[src/rtl/tile_pkg.sv]
// Shared tile constants and the scanner state encoding.
package tile_pkg;
    localparam int TILE_PX    = 8;
    localparam int TILE_BYTES = 192;   // 64 px * 3 bytes RGB
    localparam int SCREEN_W   = 160;
    localparam int SCREEN_H   = 120;

    localparam logic [2:0] ST_IDLE      = 3'd0;
    localparam logic [2:0] ST_FETCH     = 3'd1;
    localparam logic [2:0] ST_WAIT      = 3'd2;
    localparam logic [2:0] ST_LATCH     = 3'd3;
    localparam logic [2:0] ST_REQUEST   = 3'd4;
    localparam logic [2:0] ST_WAIT_DRAW = 3'd5;
    localparam logic [2:0] ST_ADVANCE   = 3'd6;
    localparam logic [2:0] ST_DONE      = 3'd7;

    typedef enum logic [2:0] {
        S_IDLE      = ST_IDLE,
        S_FETCH     = ST_FETCH,
        S_WAIT      = ST_WAIT,
        S_LATCH     = ST_LATCH,
        S_REQUEST   = ST_REQUEST,
        S_WAIT_DRAW = ST_WAIT_DRAW,
        S_ADVANCE   = ST_ADVANCE,
        S_DONE      = ST_DONE
    } scan_state_t;
endpackage

[src/rtl/tile_addr_calc.sv]
// Tile index -> ROM byte address, with range check. Purely combinational.
module tile_addr_calc import tile_pkg::*; #(
    parameter int NUM_TILES  = 21,
    parameter int TILE_BYTES = tile_pkg::TILE_BYTES,
    parameter int TILE_BASE  = 0
) (
    input  logic [4:0]  idx,
    output logic [11:0] tile_address,
    output logic        bad,
    output logic        empty
);
    logic [4:0]  idx_eff;
    logic [11:0] offset;

    // Out-of-range indices are replaced by tile 0 and flagged.
    always_comb begin
        bad     = ({27'd0, idx} >= NUM_TILES);
        idx_eff = bad ? 5'd0 : idx;
        empty   = (idx_eff == 5'd0);
    end

    generate
        if (TILE_BYTES == 192) begin : g_shift_add
            // 192 = 128 + 64; product wraps at 12 bits.
            assign offset = ({7'd0, idx_eff} << 7) + ({7'd0, idx_eff} << 6);
        end else begin : g_mul
            assign offset = 12'({27'd0, idx_eff} * TILE_BYTES);
        end
    endgenerate

    assign tile_address = offset + 12'(TILE_BASE);
endmodule

[src/rtl/tilemap_scanner.sv]
// Walks the tilemap row-major and hands one draw job per cell to the drawer.
module tilemap_scanner import tile_pkg::*; #(
    parameter int MAP_COLS   = 20,
    parameter int MAP_ROWS   = 15,
    parameter int NUM_TILES  = 21,
    parameter int TILE_BYTES = tile_pkg::TILE_BYTES,
    parameter int TILE_BASE  = 0,
    parameter int SKIP_EMPTY = 0
) (
    input  logic        clk,
    input  logic        resetn,
    input  logic        start,
    output logic [8:0]  map_address,
    input  logic [4:0]  map_data,
    output logic [11:0] tile_address,
    output logic [7:0]  x_pos,
    output logic [7:0]  y_pos,
    output logic        draw,
    input  logic        active,
    output logic        busy,
    output logic        done,
    output logic        bad_index
);
    scan_state_t state, state_nxt;
    logic [4:0]  col;
    logic [3:0]  row;
    logic [11:0] calc_addr;
    logic        calc_bad, calc_empty;
    logic        last_col, last_row;

    // map_data is consumed straight out of the read port during LATCH.
    tile_addr_calc #(
        .NUM_TILES (NUM_TILES),
        .TILE_BYTES(TILE_BYTES),
        .TILE_BASE (TILE_BASE)
    ) u_calc (
        .idx         (map_data),
        .tile_address(calc_addr),
        .bad         (calc_bad),
        .empty       (calc_empty)
    );

    assign last_col = (col == 5'(MAP_COLS - 1));
    assign last_row = (row == 4'(MAP_ROWS - 1));

    // State register.
    always_ff @(posedge clk or negedge resetn) begin
        if (!resetn) state <= S_IDLE;
        else         state <= state_nxt;
    end

    // Next-state logic and state-decoded status outputs.
    always_comb begin
        state_nxt = state;
        busy      = (state != S_IDLE);
        done      = (state == S_DONE);
        case (state)
            S_IDLE:      if (start) state_nxt = S_FETCH;
            S_FETCH:     state_nxt = S_WAIT;
            S_WAIT:      state_nxt = S_LATCH;
            S_LATCH:     state_nxt = (SKIP_EMPTY != 0 && calc_empty) ? S_ADVANCE : S_REQUEST;
            S_REQUEST:   if (draw && active) state_nxt = S_WAIT_DRAW;
            S_WAIT_DRAW: if (!active) state_nxt = S_ADVANCE;
            S_ADVANCE:   state_nxt = (last_col && last_row) ? S_DONE : S_FETCH;
            S_DONE:      state_nxt = S_IDLE;
            default:     state_nxt = S_IDLE;
        endcase
    end

    // Cell counters, job registers and the draw handshake.
    always_ff @(posedge clk or negedge resetn) begin
        if (!resetn) begin
            col          <= '0;
            row          <= '0;
            map_address  <= '0;
            tile_address <= '0;
            x_pos        <= '0;
            y_pos        <= '0;
            draw         <= 1'b0;
            bad_index    <= 1'b0;
        end else begin
            case (state)
                S_IDLE: if (start) begin
                    col         <= '0;
                    row         <= '0;
                    map_address <= '0;
                    bad_index   <= 1'b0;
                end
                S_LATCH: begin
                    if (calc_bad) bad_index <= 1'b1;
                    if (state_nxt == S_REQUEST) begin
                        tile_address <= calc_addr;
                        x_pos        <= {col, 3'b000};
                        y_pos        <= 8'({row, 3'b000});
                        // Someone else owns the bus: hold off until it is released.
                        draw         <= !active;
                    end
                end
                S_REQUEST: begin
                    if (draw && active)        draw <= 1'b0;
                    else if (!draw && !active) draw <= 1'b1;
                end
                S_ADVANCE: if (!(last_col && last_row)) begin
                    map_address <= map_address + 9'd1;
                    if (last_col) begin
                        col <= '0;
                        row <= row + 4'd1;
                    end else begin
                        col <= col + 5'd1;
                    end
                end
                default: ;
            endcase
        end
    end
endmodule
[config.mk]
export PLATFORM = sky130hd
export DESIGN_NAME = tilemap_scanner
export DESIGN_NICKNAME = d
export VERILOG_FILES = /design/src/rtl/tile_pkg.sv /design/src/rtl/tile_addr_calc.sv /design/src/rtl/tilemap_scanner.sv
export SDC_FILE = /design/constraint.sdc
export NUM_CORES = 1
export LEC_CHECK = 0
export ABC_AREA = 0
export CORE_ASPECT_RATIO = 2
export CORE_UTILIZATION = 50
export DETAILED_ROUTE_END_ITERATION = 8
export GPL_TIMING_DRIVEN = 0
export HOLD_SLACK_MARGIN = 0.05
export PLACE_DENSITY_LB_ADDON = 0.1
export SLEW_MARGIN = 10
export SYNTH_ARGS = -nofsm -noshare
export SYNTH_HDL_FRONTEND = slang
export SYNTH_SLANG_ARGS = --single-unit
export TNS_END_PERCENT = 1
[constraint.sdc]
create_clock -name clk -period 2.3 [get_ports clk]
set_input_delay 0.46 -clock clk [delete_from_list [all_inputs] [get_ports clk]]
set_output_delay 0.46 -clock clk [all_outputs]
set_load 0.005 [all_outputs]
==> Word level (Yosys, flattened, before mapping) <==
Index checks and enable logic that the tools add are counted.
{ "word_totals": {"register_bits": 44, "latchBits": 0, "mem_bits_rw": 0, "rom_bits": 0, "in_bits": 9, "output_inout_bits": 41, "wordCells": 69, "n_memories": 0} }
{ "classes": {"n_addsub": 4, "mul": 0, "div": 0, "magnitude_cmp": 1, "eq_ne": 16, "shift": 0, "muxes": 24, "bitwise_logic": 0, "n_reduce_logical": 15} }
{ "op_table": {"columns": ["operator", "count"], "rows": [
  ["3-bit one-hot mux with 8 select lines", 1],
  ["5-bit two-way mux", 4],
  ["9-bit two-way mux", 2],
  ["9-bit one-hot mux with 2 select lines", 1],
  ["3-bit equality test (second input constant)", 5],
  ["12-bit by 11-bit adder with 12-bit output", 1],
  ["3-bit two-way mux", 4],
  ["4-bit two-way mux", 3],
  ["2-bit inequality test (second input constant)", 5],
  ["5-bit one-hot mux with 2 select lines", 1],
  ["9-bit by 1-bit adder with 9-bit output (second input constant)", 1],
  ["3-bit AND reduction", 3],
  ["4-bit one-hot mux with 2 select lines", 1],
  ["3-bit by 2-bit equality test with 1-bit output (second input constant)", 2],
  ["2-bit nonzero test", 3],
  ["5-bit by 1-bit adder with 5-bit output (second input constant)", 1],
  ["5-bit equality test (second input constant)", 1],
  ["5-bit greater-or-equal comparator (second input constant)", 1],
  ["1-bit two-way mux", 5],
  ["4-bit by 1-bit adder with 4-bit output (second input constant)", 1],
  ["4-bit equality test (second input constant)", 1],
  ["1-bit one-hot mux with 2 select lines", 2],
  ["4-bit AND reduction", 1],
  ["3-bit by 1-bit equality test with 1-bit output (second input constant)", 1],
  ["other kinds (6)", 9]
]} }

==> Depth between registers and ports, before layout <==
Gate-level depths: netlist of run 1.
{ "logic_depth": {"word_depth": 7, "mapped_depth": 10} }

==> Hierarchy <==
A second synthesis of run 1 with hierarchy kept.
{ "unflattened": {"cells_unflattened": 221, "hier_area_um2": 2367.3} }
{ "modules_own_cells": {"columns": ["module", "n_inst", "cells_each", "area_each_um2", "seq_area_each_um2"], "rows": [
  ["tilemap_scanner", 1, 180, 2065.7, 1101.1],
  ["tile_addr_calc", 1, 41, 301.5, 0.0]
]} }

==> Worst setup path after synthesis of run 1 <==
OpenSTA, ideal clock, no wires.
{ "synth_path": {"kind": "input -> register", "from": "in map_data[1]", "to": "reg tile_address[11]", "setup_ps": 82, "arrival_ps": 2244, "required_time_ps": 2218, "slack_ps": -26, "cell_stages": 10, "n_path_buf": 1, "path_cell_list": "clkbuf_1 > o21a_1 > o21ai_0 > and2_1 > ha_1 > ha_1 > or2_2 > a31oi_1 > mux2i_1 > a31oi_1"} }
{ "synth_between": {"elab_chain_cells": 3} }
{ "synth_lines": {"columns": ["element", "line_no", "text"], "rows": [
  ["from (decl)", "tilemap_scanner.sv:14", "input logic [4:0] map_data,"],
  ["5-bit greater-or-equal comparator", "tile_addr_calc.sv:17", "bad = ({27'd0, idx} >= NUM_TILES);"],
  ["5-bit two-way mux (*)", "tile_addr_calc.sv:18", "idx_eff = bad ? 5'd0 : idx;"],
  ["12-bit by 11-bit adder with 12-bit output (*)", "tile_addr_calc.sv:25", "assign offset = ({7'd0, idx_eff} << 7) + ({7'd0, idx_eff} << 6);"],
  ["to (signal assigned)", "tilemap_scanner.sv:92", "tile_address <= calc_addr;"],
  ["to (decl)", "tilemap_scanner.sv:15", "output logic [11:0] tile_address,"]
]} }
Every way passes the cells marked *; elsewhere a longest branch is shown, timed or not.
A chain may end at the register's enable or synchronous reset.

==> Worst setup path after layout of run 1 <==
{ "layout_path": {"from": "reg state[0]", "to": "out busy"} }
{ "layout_between": {"elab_chain_cells": 1} }
{ "layout_lines": {"columns": ["element", "line_no", "text"], "rows": [
  ["from (decl)", "tilemap_scanner.sv:24", "scan_state_t state, state_nxt;"],
  ["from (signal assigned)", "tilemap_scanner.sv:49", "else state <= state_nxt;"],
  ["3-bit nonzero test", "tilemap_scanner.sv:55", "busy = (state != S_IDLE);"],
  ["to (decl)", "tilemap_scanner.sv:20", "output logic busy,"]
]} }
Every way passes these cells.

==> impl_metrics.json, run 1 <==
{
  "via_count_of_the_first_global_routing_pass": 1779,
  "summed_negative_setup_slack_over_all_endpoints_ps": 0,
  "post-route-drc-count": 0,
  "ys_ff_latch": 38,
  "initialDrtViolationCount": 36,
  "final_nets": 307,
  "n_antenna_cell": 0,
  "yosys.cell_types.count": 50,
  "grt_start_max_net_pins": 34,
  "rsz_0062_raised_after_global_routing": "no",
  "peak_fanout_along_the_critical_path": 10,
  "min_delay_path_depth": 2,
  "drtAntennaViolNets": 0,
  "clock.fmax_mhz": 457,
  "power.ir.vdd_worst_mv": 1.03,
  "floorplan.initialDensity_pct": 52.5,
  "timing.hold.worst.class": "flop to flop",
  "grt-ovfl-total": 0,
  "max_slew_vio_count": 0,
  "clock_path_buffers": 2,
  "worst_ep_required_ps": 1840,
  "count_of_vias_placed_by_the_detailed_router": 1809,
  "r2r.worst_path.cells": 4,
  "clock_sink_count": 38,
  "critical_path.max_stage_delay_ps": 460,
  "ys_async_sr_fraction_pct": 100,
  "wl_per_cell_um": 14.2,
  "run_status": "finished clean",
  "ys_dominant_reg_cell": "dfrtp_1",
  "yosysSeqAreaShare_pct": 43.8,
  "total_power_density_per_cell_area_nw_per_um2": 979,
  "final_layout_size_suffix_gt1_share_pct": 16.2,
  "timing.critical_path.to_type": "output pin",
  "post-route-min-period_ps": 2190,
  "mostFrequentLayoutCell": "nand2_1",
  "synth_edf_count": 0,
  "synth_area_per_cell_um2": 9.23,
  "hold_worst_path_end": "x_pos[5]",
  "die_height_um": 95.2,
  "timing.rr.end": "map_address[6]",
  "total_leakage_power_nw": 1.32,
  "critical_path_class": "flop to output pin",
  "setup.reg_to_reg.worst_slack_ps": 410,
  "tightest_slew_ps": 978,
  "timing.rr.start": "state[1]",
  "ctsHtreeMaxLevel": 2,
  "timing.hold.worst.start": "x_pos[5]",
  "cts_tree": "built",
  "ios": 50,
  "synth_top_cells_by_area": "dfrtp_1 (44%), nand2_1 (7.1%), buf_4 (4.8%)",
  "design.core.area_um2": 4130,
  "layout_common_cells": "nand2_1 (41), dfrtp_1 (38), clkdlybuf4s50_1 (30)",
  "netlist.top_cell.by_area": "dfrtp_1",
  "max_slew_margin_vs_limit_pct": 34.6,
  "clkLatencyLatePin_ps": 300,
  "clk_pin_slew_worst_paths_ps": 80,
  "hold_viol_final": 0,
  "timing.critical_path.max_delay_family": "buffers and inverters",
  "critical-path-slowest-cell": "clkdlybuf4s50_1",
  "final_core_util_pct": 68.5,
  "number_of_antenna_violations_at_the_first_check_in_global_routing": 0,
  "combined_area_of_all_synthesized_cells_um2": 2170,
  "worstPathBufferInverterCount": 2,
  "die_area_um2": 4620,
  "grt_pass1_wl_um": 8240,
  "crit_path_start_kind": "flop",
  "postRouteWirelength_um": 4880,
  "crit_arrival_ps": 1730,
  "setup_viol": 0,
  "cts_buffers": 5,
  "core.rowCount": 33,
  "synth_largest_type_area_fraction_pct": 43.8,
  "chipWidth_um": 48.6,
  "max_cap_viol_count": 0,
  "finClkSkew_ps": 9.85,
  "finalWeightedCongestion": 0.824,
  "number_of_input_and_output_port_buffers_inserted": 34,
  "post_synthesis_instance_total": 235,
  "critical_path.cell_chain": "buf_2, or3_1, clkdlybuf4s50_1",
  "dp.final_hpwl_um": 3470,
  "final.period_utilization_pct": 95.2,
  "gr-usage-all-layers_pct": 23.8,
  "vias_per_cell": 5.27,
  "first_pass_iters": 4,
  "cts-root-buf": "clkbuf_8",
  "syn_to_final_growth_pct": 30.3,
  "ys_warn_count": 0
}
==> worst min-delay path, cell delays in order, from the launching register on <==
cell,delay (ps)
dfrtp_1,340
nand2_1,50
nand2_1,50
==> cells in the mapped netlist, types with 3 or more instances <==
master,instances
xnor2_1,3
nor2_1,9
nand4_1,3
o21ai_0,9
dfrtp_1,38
clkbuf_1,4
or4_1,4
mux2i_1,4
a31oi_1,3
xor2_1,4
buf_2,6
ha_1,8
nand2b_1,3
inv_1,7
nand3_1,16
buf_4,14
nand2_1,41
and2_1,4
o31ai_1,5
a21oi_1,11
==> state kept, by name, indices dropped and copies added, names as in the netlist <==
register,cells
y_pos,4
map_address,9
state,3
row,4
draw,1
x_pos,5
tile_address,6
bad_index,1
col,5
==> cell families after synthesis <==
logic type	count (synthesis)	share of synthesized area, %
buffers and inverters	32	8.65
flip-flops	38	43.8
multiplexers	5	2.36
other	1	0.173
adder cells (fa/ha/maj)	8	4.61
XOR/XNOR	7	2.83
AND/OR/NAND/NOR	101	24.6
AO/OA/AOI/OAI	43	12.9
==> repair_timing <==
action | in CTS | in global routing
resized for setup | 7 | 4
hold endpoints to repair | 5 | 0
buffers inserted | 0 | 1
hold buffers | 1 | 0
setup endpoints to repair | 3 | 1
pin swaps | 1 | 5
==> worst max-delay path by stage <==
stage	from	end	slack, ps	depth (start not counted)
CTS	map_data[2]	tile_address[11]	20	10
global placement	map_data[3]	tile_address[11]	-780	10
finish	state[0]	busy	110	3
detailed placement	map_data[3]	tile_address[11]	-790	10
global route	state[0]	busy	20	3
floorplan	map_data[3]	tile_address[11]	70	9
==> layer usage <==
metal | vias to the layer above | routed length (um) | GRT usage [%]
met5 | - | 0 | 0
met2 | 41 | 2690 | 44.6
met3 | 15 | 143 | 3.67
li1 | 906 | - | -
met1 | 847 | 1870 | 24.3
met4 | 0 | 176 | 15.0
==> area by class of cell <==
type | count | area, um2
fill | 353 | 1300
sequential | 38 | 951
buffer | 24 | 159
tap | 52 | 65.1
clock inverter | 2 | 60.1
clock buffer | 6 | 82.6
multi-input combinational | 177 | 1110
timing repair buffer | 37 | 373
inverter | 7 | 26.3
==> power by group <==
| part | switching (mW) | internal (mW) | total (mW) |
|---|---|---|---|
| sequential | 0.139 | 0.872 | 1.01 |
| clock | 0.244 | 0.463 | 0.707 |
| combinational | 0.489 | 0.560 | 1.05 |
==> through the flow <==
stage / std cells / area [um2] / setup slack [ps] / total power [mW] / hold slack (ps)
floorplan: 247 / 2220 / 66.0 / 1.56 / 164
global placement: 333 / 2620 / -784 / 2.04 / 461
detailed placement: 334 / 2640 / -793 / 2.07 / 304
CTS: 342 / 2800 / 15.9 / 2.79 / 481
global route: 343 / 2830 / 20.9 / 2.97 / 504
finish: 343 / 2830 / 110 / 2.77 / 477
Power figures use the tool's default switching activity.
==> inputs of run 2 (changes only) <==
--- a/config.mk
+++ b/config.mk
@@ -7,6 +7,7 @@
 export LEC_CHECK = 0
 export ABC_AREA = 0
 export CORE_ASPECT_RATIO = 2
+export CORE_MARGIN = 5
 export CORE_UTILIZATION = 50
 export DETAILED_ROUTE_END_ITERATION = 8
 export GPL_TIMING_DRIVEN = 0
==> run 2 against run 1 <==
  * Global-route usage is 5.2 points lower
  * Worst setup slack got worse by 23 ps
  * Clock power shrank 33%
  * Count of clock-buffer cells in the layout increased by 1
  * First-iteration DRC count unchanged
  * Non-clock buffer count increased by 2
  * Combinational power about the same
  * Sequential share of layout area rose by 0.32 points
  * Worst hold slack lost 0.95 ps
  * Total power fell by 7.8%
  * Sequential power hardly changed
  * Largest power group unchanged
  * Highest routed layer unchanged
==> impl_metrics.json, run 2 (synthesized netlist as in run 1, its figures left out) <==
{
  "worst_ep_required_ps": 1840,
  "number_of_input_and_output_port_buffers_inserted": 34,
  "chipWidth_um": 56.6,
  "max_slew_vio_count": 0,
  "timing.hold.worst.class": "flop to flop",
  "grt_pass1_wl_um": 8490,
  "pre_cts_ws_ps": -850,
  "max_cap_viol_count": 0,
  "design.core.area_um2": 4300,
  "clkLatencyLatePin_ps": 290,
  "crit_arrival_ps": 1750,
  "final_layout_size_suffix_gt1_share_pct": 16.4,
  "crit_path_start_kind": "flop",
  "grt_start_max_net_pins": 29,
  "clock_path_buffers": 2,
  "final_nets": 309,
  "largest_register": "map_address",
  "worstPathBufferInverterCount": 2,
  "finClkSkew_ps": 6.13,
  "layout_common_cells": "nand2_1 (41), dfrtp_1 (38), clkdlybuf4s50_1 (30)",
  "initialDrtViolationCount": 36,
  "run_status": "finished clean",
  "drtAntennaViolNets": 0,
  "count_of_vias_placed_by_the_detailed_router": 1872,
  "floorplan.initialDensity_pct": 50.5,
  "vias_per_cell": 5.39,
  "peak_fanout_along_the_critical_path": 10,
  "critical_path.max_stage_delay_ps": 460,
  "cts_buffers": 5,
  "mostFrequentLayoutCell": "nand2_1",
  "largest_register_ff_count": 9,
  "post-route-drc-count": 0,
  "die_height_um": 103,
  "rsz_0062_raised_after_global_routing": "no",
  "gr-usage-all-layers_pct": 18.6,
  "cts-root-buf": "clkbuf_8",
  "power.ir.vdd_worst_mv": 0.604,
  "finalWeightedCongestion": 0.898,
  "syn_to_final_growth_pct": 29.1,
  "critical_path_class": "flop to output pin",
  "clk_pin_slew_worst_paths_ps": 80,
  "hold_viol_final": 0,
  "layout_setup_ws_ps": 87.0,
  "first_pass_iters": 4,
  "dp.final_hpwl_um": 3830,
  "wl_per_cell_um": 14.7,
  "total_leakage_power_nw": 1.31,
  "n_antenna_cell": 0,
  "max_slew_margin_vs_limit_pct": 41.7,
  "top_regs": "map_address x9, tile_address x6",
  "tightest_slew_ps": 872,
  "multiInputGateArea_um2": 1120,
  "critical_path.cell_chain": "buf_2, or3_1, clkdlybuf4s50_1",
  "grt-ovfl-total": 0,
  "timing.critical_path.max_delay_family": "buffers and inverters",
  "clock.fmax_mhz": 452,
  "number_of_antenna_violations_at_the_first_check_in_global_routing": 0,
  "via_count_of_the_first_global_routing_pass": 1878,
  "cts_tree": "built",
  "postRouteWirelength_um": 5100,
  "ctsHtreeMaxLevel": 2,
  "nFillCells": 393,
  "clock_sink_count": 38,
  "ios": 50,
  "timing.critical_path.to_type": "output pin",
  "critical-path-slowest-cell": "clkdlybuf4s50_1",
  "post-place-cells": 336,
  "die_area_um2": 5840,
  "setup_viol": 0,
  "seq_area_um2": 951,
  "final.period_utilization_pct": 96.2,
  "post-route-min-period_ps": 2210,
  "total_power_density_per_cell_area_nw_per_um2": 911,
  "layoutNonFillerInstCount": 347,
  "core.rowCount": 34
}
[run 2: cell types whose count changed in the layout (fill, tap and decap cells not counted), sizes merged]
cell    previous run  this run
buf               24        26
bufinv             2         0
clkbuf             9        10
clkinv             0         1
[run 2: cell type report]
class,instances,share of cell area [%]
Inverter,7,0.938
Buffer,24,5.67
Clock inverter,1,0.179
Clock buffer,7,3.08
Sequential cell,38,34.0
Multi-Input combinational cell,177,39.9
Tap cell,54,2.41
Timing Repair Buffer,39,13.9
[run 2: path summary, 6_finish.rpt]
kind                            slack [ps]              to      from  cells after the start
max in group asynchronous             1270       bad_index    resetn                      3
worst max register to register         440  map_address[5]    col[0]                      5
min in group asynchronous              590  map_address[5]    resetn                      2
worst min register to register         480        x_pos[4]  x_pos[4]                      2
worst min-delay path                   480        x_pos[4]  x_pos[4]                      2
worst max-delay path                    90            busy  state[0]                      3
[run 2: per-stage QoR]
step	util (%)	area (um2)	setup TNS [ps]	hold slack [ps]	power (mW)
final	65.2	2800	0	476	2.55
after global routing	65.2	2800	0	511	2.75
after CTS	64.3	2760	0	480	2.57
after detailed placement	61.4	2640	-2400	358	2.09
after global placement	61.1	2620	-8280	460	2.05
after floorplan	-	2220	0	164	1.56
[run 2: metal layers]
metal  vias up  track usage (%)  share of wire, %
li1        916                -                 -
met1       892             19.0                38
met2        49             35.0                56
met3        15             2.88               3.0
met4         0             10.8               3.5
met5         -                0                 0
[run 2: worst min-delay path, cell delays in order, from the launching register on]
cell     delay, ps
dfrtp_1        340
nand2_1         50
nand2_1         60
[run 2: timing repair]
action,4_1_cts,5_1_grt
resized for setup,8,4
endpoints found under the hold margin,10,0
buffers inserted,1,2
setup endpoints to repair,3,1
hold buffers,1,0
pin swaps,1,5
[run 2: where the power goes]
part	internal (mW)	leakage, nW	total, mW	switching [mW]
combinational	0.563	0.755	1.06	0.494
clock	0.242	0.0482	0.476	0.234
sequential	0.873	0.506	1.02	0.144
==> inputs of run 3 (changes only) <==
--- a/config.mk
+++ b/config.mk
@@ -8,7 +8,7 @@
 export ABC_AREA = 0
 export CORE_ASPECT_RATIO = 2
 export CORE_MARGIN = 5
-export CORE_UTILIZATION = 50
+export CORE_UTILIZATION = 54
 export DETAILED_ROUTE_END_ITERATION = 8
 export GPL_TIMING_DRIVEN = 0
 export HOLD_SLACK_MARGIN = 0.05
==> constraint.sdc (replaced) <==
create_clock -name clk -period 2.8 [get_ports clk]
set_input_delay 0.56 -clock clk [delete_from_list [all_inputs] [get_ports clk]]
set_output_delay 0.56 -clock clk [all_outputs]
set_load 0.005 [all_outputs]
==> run 3 against run 2 <==
  * Critical path depth grew 7
  * Via count shrank 3.2%
  * Sequential power shrank 19%
  * Clock skew shrank 1.5 ps
  * Total power shrank 15%
  * Count of clock-buffer cells in the layout shrank 2
  * Core utilization grew 5.4 points
  * Worst setup slack gained 85 ps
  * First-iteration DRC count shrank 22%
  * Die area shrank 6.4%
  * Non-clock buffer count shrank 4
  * Critical path type is now primary input to flop
==> impl_metrics.json, run 3 (synthesized netlist as in run 1, its figures left out) <==
{
  "run_status": "finished clean",
  "worst_ep_required_ps": 3020,
  "post-route-drc-count": 0,
  "layoutNonFillerInstCount": 340,
  "post-route-min-period_ps": 2630,
  "cts_tree": "built",
  "die_area_um2": 5460,
  "timing.critical_path.to_type": "flop",
  "first_pass_iters": 4,
  "via_count_of_the_first_global_routing_pass": 1919,
  "final_nets": 305,
  "n_antenna_cell": 0,
  "clk_pin_slew_worst_paths_ps": 80,
  "syn_to_final_growth_pct": 26.4,
  "wl_per_cell_um": 14.8,
  "clock.fmax_mhz": 381,
  "crit_arrival_ps": 2840,
  "final_layout_size_suffix_gt1_share_pct": 13.8,
  "post-place-cells": 333,
  "setup_viol": 0,
  "cts_buffers": 5,
  "total_power_density_per_cell_area_nw_per_um2": 788,
  "initialDrtViolationCount": 28,
  "clock_sink_count": 38,
  "hold_viol_final": 0,
  "grt-ovfl-total": 0,
  "floorplan.initialDensity_pct": 55.9,
  "max_slew_vio_count": 0,
  "max_slew_margin_vs_limit_pct": 40.0,
  "largest_register": "map_address",
  "grt_pass1_wl_um": 8610,
  "largest_register_ff_count": 9,
  "fin_worst_hold_slack_ps": 95.7,
  "number_of_antenna_violations_at_the_first_check_in_global_routing": 0,
  "critical_path_class": "primary input to flop",
  "rsz_0062_raised_after_global_routing": "no",
  "postRouteWirelength_um": 5030,
  "clkLatencyLatePin_ps": 290,
  "top_regs": "map_address x9, tile_address x6",
  "drtAntennaViolNets": 0,
  "count_of_vias_placed_by_the_detailed_router": 1813,
  "timing.hold.worst.class": "primary input to asynchronous set/reset pin",
  "nFillCells": 331,
  "total_leakage_power_nw": 1.29,
  "core.rowCount": 32,
  "design.core.area_um2": 3880,
  "mostFrequentLayoutCell": "nand2_1",
  "crit_path_start_kind": "primary input",
  "finClkSkew_ps": 4.64,
  "ctsHtreeMaxLevel": 2,
  "grt_start_max_net_pins": 34,
  "max_cap_viol_count": 0,
  "number_of_input_and_output_port_buffers_inserted": 34,
  "clock_path_buffers": 2,
  "finalWeightedCongestion": 0.817,
  "vias_per_cell": 5.33,
  "peak_fanout_along_the_critical_path": 5,
  "layout_common_cells": "nand2_1 (41), dfrtp_1 (38), clkdlybuf4s50_1 (32)",
  "chipWidth_um": 54.8,
  "die_height_um": 99.6,
  "gr-usage-all-layers_pct": 21.3,
  "tightest_slew_ps": 897,
  "final.period_utilization_pct": 93.8,
  "cts-root-buf": "clkbuf_8",
  "post-layout-total-power_mw": 2.16,
  "dp.final_hpwl_um": 3890,
  "ios": 50,
  "power.ir.vdd_worst_mv": 0.536
}
[run 3: worst max-delay path: stages]
cell and delay (ps):
clkdlybuf4s50_1 520, o21a_1 170, o21ai_1 150, and2_1 230, ha_1 230, ha_1 260
or2_2 290, a31oi_1 160, mux2i_1 100, a31oi_1 170
[run 3: area by class of cell]
type | instances | area [um2] | share of cell area [%]
plain buffers | 24 | 158 | 5.75
clock buffers | 5 | 68.8 | 2.51
clock inverters | 3 | 40.0 | 1.46
inverters | 7 | 26.3 | 0.958
multi-input cells | 177 | 1080 | 39.3
flip-flops and latches | 38 | 951 | 34.7
well taps | 51 | 63.8 | 2.33
repair buffers | 35 | 358 | 13.1
[run 3: worst paths after layout]
kind	cells after the start	endpoint	start	slack, ps
hold / removal	1	draw	resetn	100
setup / recovery	10	tile_address[11]	map_data[0]	170
min in group clk	2	tile_address[8]	tile_address[8]	480
setup reg to reg	5	map_address[5]	col[0]	930
hold reg to reg	2	tile_address[8]	tile_address[8]	480
max in group asynchronous	2	row[1]	resetn	2300
[run 3: stage by stage]
step	util [%]	area, um2	setup slack (ps)	setup TNS (ps)
2_1_floorplan	-	2210	374	0
3_3_place_gp	67.4	2620	-381	-669
3_5_place_dp	67.8	2630	-424	-739
4_1_cts	70.5	2740	111	0
5_1_grt	70.6	2740	75.7	0
6_report	70.6	2740	172	0
[run 3: repair_timing]
action,in CTS,in global routing
buffers inserted,0,0
hold buffers,0,0
endpoints found under the setup margin,1,1
resized for setup,1,1
[run 3: layer usage]
layer  global-route usage, %  vias to the layer above  share of wire, %
li1                        -                      900                 -
met1                    22.9                      869                36
met2                    37.4                       32                58
met3                    3.60                       12               2.8
met4                    10.7                        0               3.5
met5                       0                        -                 0
[run 3: report_power, final]
| group | internal, mW | switching (mW) |
|---|---|---|
| logic | 0.455 | 0.412 |
| clock network | 0.262 | 0.200 |
| registers | 0.717 | 0.114 |
==> variant: new RTL, settings of run 2 <==
Register the output `x_pos` once more, with the module's reset; this adds one clock of latency there. The other outputs are not delayed to match.
--- a/src/rtl/tilemap_scanner.sv
+++ b/src/rtl/tilemap_scanner.sv
@@ -21,6 +21,8 @@
     output logic        done,
     output logic        bad_index
 );
+
+    logic [7:0] x_pos_s0;
     scan_state_t state, state_nxt;
     logic [4:0]  col;
     logic [3:0]  row;
@@ -74,7 +76,7 @@
             row          <= '0;
             map_address  <= '0;
             tile_address <= '0;
-            x_pos        <= '0;
+            x_pos_s0     <= '0;
             y_pos        <= '0;
             draw         <= 1'b0;
             bad_index    <= 1'b0;
@@ -90,7 +92,7 @@
                     if (calc_bad) bad_index <= 1'b1;
                     if (state_nxt == S_REQUEST) begin
                         tile_address <= calc_addr;
-                        x_pos        <= {col, 3'b000};
+                        x_pos_s0     <= {col, 3'b000};
                         y_pos        <= 8'({row, 3'b000});
                         // Someone else owns the bus: hold off until it is released.
                         draw         <= !active;
@@ -113,4 +115,12 @@
             endcase
         end
     end
+    always_ff @(posedge clk or negedge resetn) begin
+        if (!resetn) begin
+            x_pos <= '0;
+        end else begin
+            x_pos <= x_pos_s0;
+        end
+    end
+
 endmodule
Check against the original RTL: no difference found for any inputs over 10 cycles, from zero or initial values and one cycle with resetn low; that may be too few to reach the edited logic, so the function may still have changed.
==> variant against run 2 <==
Global-route usage down 1.7 points. Wire length down 5.8%. Setup slack worse by 0.058 ns. Clock power increased by 3%. Design area increased by 4.7%. Die area rose by 6.1%. Synthesized cell count decreased by 4.3%. Total power down 1.6%. Area after synthesis increased by 7.1%. Sequential cell count grew 5.
==> variant: results (changes against run 2) <==
[global_routing]
grt_util_met1_pct = 18.9  ; was 19.0%
grt_use_met3_pct = 2.92  ; was 2.88%
grt_max_degree = 37  ; was 29
grt_pass1_vias = 1804  ; was 1878
grt_usage_pct = 16.9  ; was 18.6%
grt_first_pass_wirelength_mm = 8.21  ; was 8.49 mm
grtUsageMet2_pct = 30.5  ; was 35.0%

[cells_and_area]
fillCellCount = 408  ; was 393
layout-drive-gt1-share_pct = 21.9  ; was 16.4%
nClkBuffers = 5  ; was 7
instances_no_fill = 334  ; was 347
multi_input_gates = 160  ; was 177
nets = 295  ; was 309
multi_input_area_um2 = 1140  ; was 1120 µm²
seqCellArea_um2 = 1080  ; was 951 µm²
layout.nonclk_buf_share_pct = 17.7  ; was 19.5%
signal_buffers = 59  ; was 63
clockNetworkAreaShare_pct = 3.16  ; was 3.26%

[power]
vdd_drop_max_mv = 0.611  ; was 0.604 mV
p_comb_share_pct = 37.8  ; was 41.5%
switching_share_pct = 33.6  ; was 34.2%
top_power_group = sequential cells  ; was combinational logic
p_switching_w = 0.000844  ; was 0.000872 W
p_per_area_nw_per_um2 = 856  ; was 911 nW/µm²

[worst_hold_path]
hold_path.startpoint = x_pos_s0[6]  ; was x_pos[4]
holdPathEnd = x_pos[6]  ; was x_pos[4]
hold_depth = 0  ; was 2

[routing]
wl_mm = 4.80  ; was 5.10 mm
detail_route.first_pass.iterations = 6  ; was 4
viasPerCell = 5.40  ; was 5.39
dr_wl_met3_um = 180  ; was 153 µm
drtIter0Drc = 72  ; was 36
wl_met1_mm = 1.88  ; was 1.92 mm

[timing]
setup_slack_ns = 0.0286  ; was 0.0870 ns
tightest_slew_ns = 0.633  ; was 0.872 ns
whs_ns = 0.377  ; was 0.476 ns
finClkSkew_ns = 0.00531  ; was 0.00613 ns

[synthesis]
syn_inst = 225  ; was 235
synth_cell_types = 55  ; was 50
yosys-top-cells-count = dfrtp_1 (43), o21ai_0 (15), nand2_1 (14), buf_4 (13), a21oi_1 (12)  ; was nand2_1 (41), dfrtp_1 (38), nand3_1 (16), buf_4 (14), a21oi_1 (11)
synthTopCellsByArea = dfrtp_1 (46%), mux2_2 (5.3%), ha_1 (4.3%)  ; was dfrtp_1 (44%), nand2_1 (7.1%), buf_4 (4.8%)

[worst_setup_path]
worstPathArrival_ns = 2.49  ; was 1.75 ns
path_class = in2reg  ; was reg2out
cp_max_fo = 4  ; was 10
crit_path_end = tile_address[11]  ; was busy
reg2reg_to = map_address[8]  ; was map_address[5]

[placement]
post-place-ws_ns = -0.584  ; was -0.850 ns
place_congestion = 0.812  ; was 0.898
hpwl_mm = 3.58  ; was 3.83 mm
buffer_ports.inserted = 33  ; was 34

[floorplan]
die_w_um = 58.2  ; was 56.6 µm

[clock_tree]
cts_resized = 5  ; was 8
cts_sinks = 43  ; was 38

[status]
status = completed  ; unchanged

[variant: changes by cell type in the layout (fill, tap and decap cells not counted), moves of 3 or more]
cell,delta
mux2_2,+10
o21ai_0,+4
dfrtp_1,+4
buf_2,-4
nand3_1,-6
o21ai_2,+3
buf_4,-4
nand2_1,-27
[variant: worst max-delay path, cell delays in order]
cell             delay, ns
clkdlybuf4s50_1       0.50
o21a_1                0.17
o21ai_2               0.09
and2_4                0.19
ha_4                  0.17
ha_4                  0.17
o21ai_2               0.13
a21oi_2               0.07
or3_1                 0.31
a32oi_1               0.21
[variant: cell families (layout without fill, tap and decap cells)]
kind of cell,count (synthesis),count (layout),synth area share [%]
AOI/OAI and AO/OA,56,56,15.8
DFF,43,43,46.3
and+or+nand+nor,64,64,16.5
other,1,13,0.161
xor gates and xnor gates,6,6,2.26
buffers and inverters,34,76,8.45
adders and majority gates,8,8,4.31
muxes,13,13,6.19
